## config.mk

```make
export PLATFORM = sky130hd
export DESIGN_NAME = fetch_unit_p
export DESIGN_NICKNAME = d
export VERILOG_FILES = /design/src/rtl/fetch_unit_p_pkg.sv /design/src/rtl/fetch_unit_p_branch_cond.sv /design/src/rtl/fetch_unit_p.sv
export SDC_FILE = /design/constraint.sdc
export NUM_CORES = 1
export LEC_CHECK = 0
export BUFFER_PORTS_ARGS = -buffer_cell sky130_fd_sc_hd__clkbuf_2
export CAP_MARGIN = 40
export CORE_ASPECT_RATIO = 1.75
export CORE_MARGIN = 1.5
export CORE_UTILIZATION = 35
export DETAILED_ROUTE_END_ITERATION = 7
export GPL_TIMING_DRIVEN = 0
export HOLD_SLACK_MARGIN = 0.12
export PLACE_DENSITY_LB_ADDON = 0.05
export SETUP_SLACK_MARGIN = 0.3
export SLEW_MARGIN = 10
export SYNTH_ARGS = -nofsm -noshare
export SYNTH_HDL_FRONTEND = slang
export SYNTH_SLANG_ARGS = --single-unit
```

## constraint.sdc

```tcl
create_clock -name clk -period 5.3 [get_ports clk]
set_clock_uncertainty 0.15 [all_clocks]
set_input_delay 0.53 -clock clk [delete_from_list [all_inputs] [get_ports clk]]
set_output_delay 0.53 -clock clk [all_outputs]
set_load 0.05 [all_outputs]
```

## src/rtl/fetch_unit_p_pkg.sv

```systemverilog
// Shared definitions for the fetch stage: run-state encoding, opcode map and
// the halt FSM state type.
package fetch_unit_p_pkg;

   localparam logic EXEC = 1'b1;

   typedef enum logic [4:0] {
      OP_NOP  = 5'd0,
      OP_HALT = 5'd1,
      OP_JUMP = 5'd12,
      OP_JMPR = 5'd13,
      OP_BZ   = 5'd14,
      OP_BNZ  = 5'd15,
      OP_BN   = 5'd16,
      OP_BNN  = 5'd17,
      OP_BC   = 5'd18,
      OP_BNC  = 5'd19
   } opcode_e;

   typedef enum logic {
      FSM_RUN    = 1'b0,
      FSM_HALTED = 1'b1
   } fsm_e;

endpackage

```

## src/rtl/fetch_unit_p_branch_cond.sv

```systemverilog
// Combinational redirect decision for the instruction in MEM; kept separate so
// the EX forwarding logic can reuse it.
module fetch_unit_p_branch_cond
   import fetch_unit_p_pkg::*;
#(
   parameter int OP_W = 5
) (
   input  logic [OP_W-1:0] op_i,
   input  logic            zf_i,
   input  logic            nf_i,
   input  logic            cf_i,
   output logic            taken_o
);

   always_comb begin
      taken_o = 1'b0;
      case (op_i)
         OP_W'(OP_BZ):   taken_o = zf_i;
         OP_W'(OP_BNZ):  taken_o = ~zf_i;
         OP_W'(OP_BN):   taken_o = nf_i;
         OP_W'(OP_BNN):  taken_o = ~nf_i;
         OP_W'(OP_BC):   taken_o = cf_i;
         OP_W'(OP_BNC):  taken_o = ~cf_i;
         OP_W'(OP_JUMP): taken_o = 1'b1;
         OP_W'(OP_JMPR): taken_o = 1'b1;
         default:        taken_o = 1'b0;
      endcase
   end

endmodule

```

## src/rtl/fetch_unit_p.sv

```systemverilog
// Instruction-fetch stage: PC, IF/ID latch with sideband, redirect/squash
// handling and a halt FSM.
module fetch_unit_p
   import fetch_unit_p_pkg::*;
#(
   parameter int              PC_W     = 8,
   parameter int              IR_W     = 16,
   parameter int              DATA_W   = 16,
   parameter int              OP_HI    = 15,
   parameter int              OP_W     = 5,
   parameter logic [PC_W-1:0] RESET_PC = '0,
   parameter logic [IR_W-1:0] NOP_IR   = '0
) (
   input  logic              clk,
   input  logic              rst_n,
   input  logic              state_i,
   input  logic              stall_i,
   input  logic [DATA_W-1:0] reg_c_i,
   input  logic              zf_i,
   input  logic              nf_i,
   input  logic              cf_i,
   input  logic [IR_W-1:0]   mem_ir_i,
   input  logic [IR_W-1:0]   i_datain_i,
   output logic [PC_W-1:0]   i_addr_o,
   output logic [IR_W-1:0]   id_ir_o,
   output logic [PC_W-1:0]   id_pc_o,
   output logic              id_valid_o,
   output logic              squash_o,
   output logic              halted_o
);

   logic [PC_W-1:0] pc_q;
   logic [PC_W-1:0] pc_d;
   logic [IR_W-1:0] id_ir_q;
   logic [PC_W-1:0] id_pc_q;
   logic            id_valid_q;
   logic            squash_q;
   fsm_e            fsm_q;

   logic            taken;
   logic            fetch_is_halt;
   logic            unused_bits;

   fetch_unit_p_branch_cond #(
      .OP_W (OP_W)
   ) u_branch_cond (
      .op_i    (mem_ir_i[OP_HI -: OP_W]),
      .zf_i    (zf_i),
      .nf_i    (nf_i),
      .cf_i    (cf_i),
      .taken_o (taken)
   );

   assign fetch_is_halt = (i_datain_i[OP_HI -: OP_W] == OP_W'(OP_HALT));
   assign pc_d          = pc_q + PC_W'(1);
   assign unused_bits   = ^{mem_ir_i, reg_c_i};

   // A taken redirect is an older instruction, so it beats both stall and HALTED.
   always_ff @(posedge clk or negedge rst_n) begin
      if (!rst_n) begin
         pc_q       <= RESET_PC;
         id_ir_q    <= NOP_IR;
         id_pc_q    <= '0;
         id_valid_q <= 1'b0;
         squash_q   <= 1'b0;
         fsm_q      <= FSM_RUN;
      end else if (state_i == EXEC) begin
         if (taken) begin
            pc_q       <= reg_c_i[PC_W-1:0];
            id_ir_q    <= NOP_IR;
            id_valid_q <= 1'b0;
            squash_q   <= 1'b1;
            fsm_q      <= FSM_RUN;
         end else if (stall_i) begin
            squash_q <= 1'b0;
         end else if (fsm_q == FSM_HALTED) begin
            id_ir_q    <= NOP_IR;
            id_valid_q <= 1'b0;
            squash_q   <= 1'b0;
         end else begin
            id_ir_q    <= i_datain_i;
            id_pc_q    <= pc_q;
            id_valid_q <= 1'b1;
            squash_q   <= 1'b0;
            if (fetch_is_halt) begin
               fsm_q <= FSM_HALTED;
            end else begin
               pc_q <= pc_d;
            end
         end
      end
   end

   assign i_addr_o   = pc_q;
   assign id_ir_o    = id_ir_q;
   assign id_pc_o    = id_pc_q;
   assign id_valid_o = id_valid_q;
   assign squash_o   = squash_q;
   assign halted_o   = (fsm_q == FSM_HALTED);

endmodule

```

Word-level counts from Yosys, hierarchy flattened
Index checks and enable logic that the tools add are counted.

storage, ports and cells
  bits in registers = 35
  input bits = 55
  output and inout port bits = 35

cells by class
  add/sub/neg operators = 1
  equality and inequality tests = 12
  muxes and demuxes = 16
  bitwise gates (word level) = 6
  reductions and logical operators = 4

operator list
  cell                                                    count
  two-way mux 16 bit                                      3
  two-way mux 8 bit                                       4
  equality test 5 x 4 -> 1 bit (second input constant)    4
  equality test 5 bit (second input constant)             4
  adder 8 x 1 -> 8 bit (second input constant)            1
  two-way mux 1 bit                                       8
  AND reduction 4 bit                                     2
  case mux 1 bit (7 select lines)                         1
  inverter 1 bit                                          6
  equality test 5 x 1 -> 1 bit (second input constant)    1
  inequality test 2 x 1 -> 1 bit (second input constant)  2
  inequality test 2 bit (second input constant)           1
  AND reduction 2 bit                                     1
  OR reduction 2 bit                                      1

Longest topological paths before layout
  depth in word-level cells = 5
  gate-level depth with buffers = 6
  mapped depth without buffers = 5

Cells and area by module
Synthesis repeated with hierarchy kept, for this count alone.

second synthesis, totals
  cells, all modules = 130
  area total of the unflattened synthesis = 1562.7 sq um

by module, submodules not included
  module                    instances  cells an instance  area each (sq um)
  fetch_unit_p              1          123                1507.7
  fetch_unit_p_branch_cond  1          7                  55.1

Worst setup path before layout
OpenSTA, ideal clock, no wires.

  path kind = in2reg
  start point = in mem_ir_i[12]
  end point = reg id_pc_q[5] (netlist: id_pc_o[5])
  data arrival time = 1921 ps
  path slack = 3104 ps
  stages on the path = 6
  path buffers = 1
  path through = mux2i_1 mux2i_2 nand2_4 nor2_4 buf_6 mux2_2

on the way
  word-level cells in the longest chain between the ends = 5
  elaborated cells between the ends (all ways) = 12
  classes of those cells = 8 x eq/ne; 1 x mux; 1 x bitwise; 2 x reduce/logical

ends and longest elaborated chain
  element                            line                            source
  start, declared                    fetch_unit_p.sv:22              input logic [IR_W-1:0] mem_ir_i,
  equality test 5 x 4 -> 1 bit       fetch_unit_p_branch_cond.sv:17  case (op_i)
  OR reduction 2 bit (no line)       n/a
  case mux 1 bit (7 select lines) *  fetch_unit_p_branch_cond.sv:17
  inverter 1 bit (no line) *         n/a
  AND reduction 4 bit (no line) *    n/a
  end signal, assigned               fetch_unit_p.sv:82              id_pc_q <= pc_q;
  end, declared                      fetch_unit_p.sv:35              logic [PC_W-1:0] id_pc_q;

Every way passes the cells marked *; elsewhere a longest branch is shown, timed or not.
A chain may end at the register's enable or synchronous reset.

Worst setup path in the final report
  start point = in mem_ir_i[12]
  end point = reg id_pc_q[6] (netlist: id_pc_o[6])

The elaborated chain is that of the path after synthesis.

==> results.env <==
CRITPATHKIND='input pin to flip-flop'
FINAL-HOLD-VIOLATION-COUNT=0
POST-LAYOUT-TOTAL-POWER_mW=1.12
NUM_IO_PINS=90
SYNTHESIS.NETS=190
DIE_HEIGHT_UM=94.0
MAX_CAP_VIOLATIONS=0
FINALNETCOUNT=268
WORST_IR_DROP_VDD_mV=0.269
RELATIVE_MAX_TRANSITION_MARGIN=0.704
SYNTH_COMMONEST_CELLS='dfrtp_1, a22o_1, mux2_2'
R2R_SETUP_SLACK_PS=3370
GRT_ANTENNA_BEFORE_REPAIR=0
GRT-OVFL-TOTAL=0
FINALCRITICALPERIOD_PS=2230
TIMING.CRITICAL_PATH.REQUIRED_PS=5320
FLOORPLAN.INITIALDENSITY=0.369
POSTSYNTHREGISTERBITS=35
ASYNC_RESET_FF_FRAC=1.00
FINALSETUPTNS_PS=0
POSTSYNTHCELLCOUNT=134
SYNTH_EDF_COUNT=0
PLACE_HPWL_MM=3.09
GRTUSAGETOTAL=0.174
CLOCK_TREE.HTREE_LEVEL_COUNT=2
SEQUENTIAL_SHARE_OF_THE_SYNTHESIZED_AREA=0.529
CTS_HOLD_BUFFERS=1
LAYOUT-DRIVE-GT1-SHARE=0.488
CELLLEAKAGEPOWER_nW=1.10
DRT-INITIAL-DRC-COUNT=19
MAXSLEWVIOLCOUNT=0
DETAIL_ROUTE.FIRST_PASS.ITERATIONS=4
POST_CTS.RESIZED_INSTANCES=0
CORE_REGION_AREA_SQ_UM=4480
NUM_ANTENNA_CELLS=0
TRITONCTS_CLOCK_TREE='yes'
DETAILROUTE.VIA_COUNT=1401
SETUP_VIOL=0
PLACEMENTROWS=32
SYNTHFLOPTYPE='dfrtp_1'
POST_SYNTH_NUM_CELL_TYPES=44
PWR-SHARE-CLK=0.188
START_KIND='input pin'
SYNTH.CELL_AREA_SQ_UM=1660
DETAIL_ROUTE.VIAS_PER_CELL=5.31
AREA_USED_BY_MULTI_INPUT_COMBINATIONAL_LOGIC_SQ_UM=706
SYNTH_AREA_PER_CELL_SQ_UM=12.4
DESIGN.DIE.AREA_SQ_UM=5170
TRITONCTS.NUM_BUFFERS=5
SEQUENTIALPOWERSHARE=0.358
DETAIL_ROUTE.WL_PER_CELL_UM=15.3
TOTAL_POWER_PER_UNIT_CELL_AREA_nW_PER_UM2=509
FMAX_GHz=0.449
FIRST_GLOBAL_VIAS=1399
COMB_POWER_SHARE=0.454
SWITCHING_SHARE=0.467
STATUS='finished clean'
CLOCK-ROOT-BUFFER='clkbuf_8'
RSZ0062_AT_GRT='false'
ROUTE.DETAILED.DRC=0
AREA_GROWTH_SYN_TO_LAYOUT_PCT=32.6
YOSYSWARNINGS=0
CRITPATHMAXFANOUT=10
DIE_WIDTH_UM=55.0
WORST-SLEW-PIN-TRANSITION_PS=435
SYNTH.MOST_COMMON_CELL='dfrtp_1'
SYNTH.TOP_CELLS.BY_AREA='dfrtp_1, a22o_1, mux2_2'
TOTALWIRELENGTH_MM=4.04
CTS_SETUP_BUFFERS=0
GRT_START_MAX_NET_PINS=27
SETUP.WORST_PATH.END_CLASS='flip-flop'
WORST_SETUP_HOLD_PATH_CLK_SLEW_PS=70
DRTANTENNAVIOLNETS=0
POST-SYNTH-TOP-AREA-CELL='dfrtp_1'
LAYOUT.CORE_UTILIZATION=0.489
MIN_PERIOD_OVER_PERIOD=0.420
PORT_BUFFERS=69
CLOCK-SINKS=35
ROUTABILITYCONGESTION=0.773
CTSLONGESTPATHBUFFERS=2
HP-CLASS='input pin to flip-flop'
P_INT_uW=595
GRT_PASS1_WL_MM=6.51
FILL_CELLS=447
REGAREA_SQ_UM=876
CLOCK_INSERTION_DELAY_WORST_SKEW_PS=280
SWITCHINGPOWER_uW=522
CRITICAL_PATH_ARRIVAL_PS=2240
SYNTH_TOP_AREA_FRAC=0.529
==> cell usage in the layout, fill, tap and decap left out, types with 2 or more instances in the layout <==
| cell | count |
|---|---|
| a22o_1 | 18 |
| a31oi_1 | 2 |
| o211ai_1 | 2 |
| nor3_1 | 2 |
| a211oi_1 | 2 |
| o21ai_0 | 4 |
| clkbuf_8 | 7 |
| inv_1 | 8 |
| nand3_1 | 2 |
| buf_6 | 2 |
| nand2_1 | 3 |
| nor2_1 | 4 |
| nor4_1 | 3 |
| clkbuf_1 | 2 |
| dfrtp_1 | 35 |
| buf_2 | 2 |
| nand4_1 | 2 |
| clkbuf_2 | 69 |
| a21oi_1 | 4 |
| mux2_2 | 9 |
| mux2i_1 | 4 |
==> layer usage <==
layer,global-route usage,vias to the layer above,part of all wire
li1,-,667,-
met2,0.307,50,0.55
met4,0.0732,0,0.0082
met1,0.188,682,0.39
met3,0.0414,2,0.051
met5,0,-,0
==> final timing paths <==
kind	cells after the start	endpoint	from
setup / recovery	7	id_pc_o[6]	mem_ir_i[12]
setup reg to reg	5	id_pc_o[6]	halted_o
max in group asynchronous	3	id_ir_o[14]	rst_n
hold / removal	3	i_addr_o[4]	reg_c_i[4]
min in group asynchronous	2	i_addr_o[4]	rst_n
hold reg to reg	1	id_valid_o	id_valid_o
==> sequential cells by signal, summed over array words and instances, names as in the netlist <==
name / cells
halted_o: 1
i_addr_o: 8
id_ir_o: 16
id_pc_o: 8
id_valid_o: 1
squash_o: 1
==> kinds of logic (layout without fill, tap and decap cells) <==
family | Yosys count | after routing | share of synthesized area
AND/OR/NAND/NOR | 27 | 27 | 0.117
adder cells (fa/ha/maj) | 1 | 1 | 0.00756
AO/OA/AOI/OAI | 42 | 42 | 0.203
buffers and inverters | 14 | 93 | 0.0446
XOR/XNOR | 1 | 1 | 0.00529
flip-flops | 35 | 35 | 0.529
multiplexers | 14 | 14 | 0.0937
==> metrics by stage <==
step | instance area (sq um) | cells | hold WS [ps] | setup slack [ps]
after detailed placement | 2080 | 255 | 273 | 2750
final | 2190 | 264 | 322 | 3070
after global placement | 2060 | 254 | 316 | 2760
after CTS | 2190 | 264 | 311 | 3060
after global routing | 2190 | 264 | 308 | 2980
after floorplan | 1660 | 134 | 84.4 | 3100
==> power groups by stage <==
stage	Sequential [mW]	Clock, mW	Combinational [mW]
floorplan	0.656	0	0.123
global route	0.415	0.233	0.538
CTS	0.400	0.220	0.512
detailed placement	0.405	0	0.510
finish	0.400	0.210	0.508
global placement	0.402	0	0.503
==> worst max-delay path, cell delays in order <==
cell	delay, ps
clkbuf_2	100
mux2i_1	230
mux2i_2	460
nand2_4	130
nor2_4	270
buf_6	190
mux2_2	330
==> area by class of cell <==
cell class,instances,share of cell area
Sequential cell,35,0.399
Multi-Input combinational cell,85,0.322
Timing Repair Buffer,71,0.171
Clock buffer,8,0.0456
Tap cell,51,0.0291
Buffer,6,0.0200
Inverter,8,0.0137
Note: power is estimated with default switching activity, not from simulation.
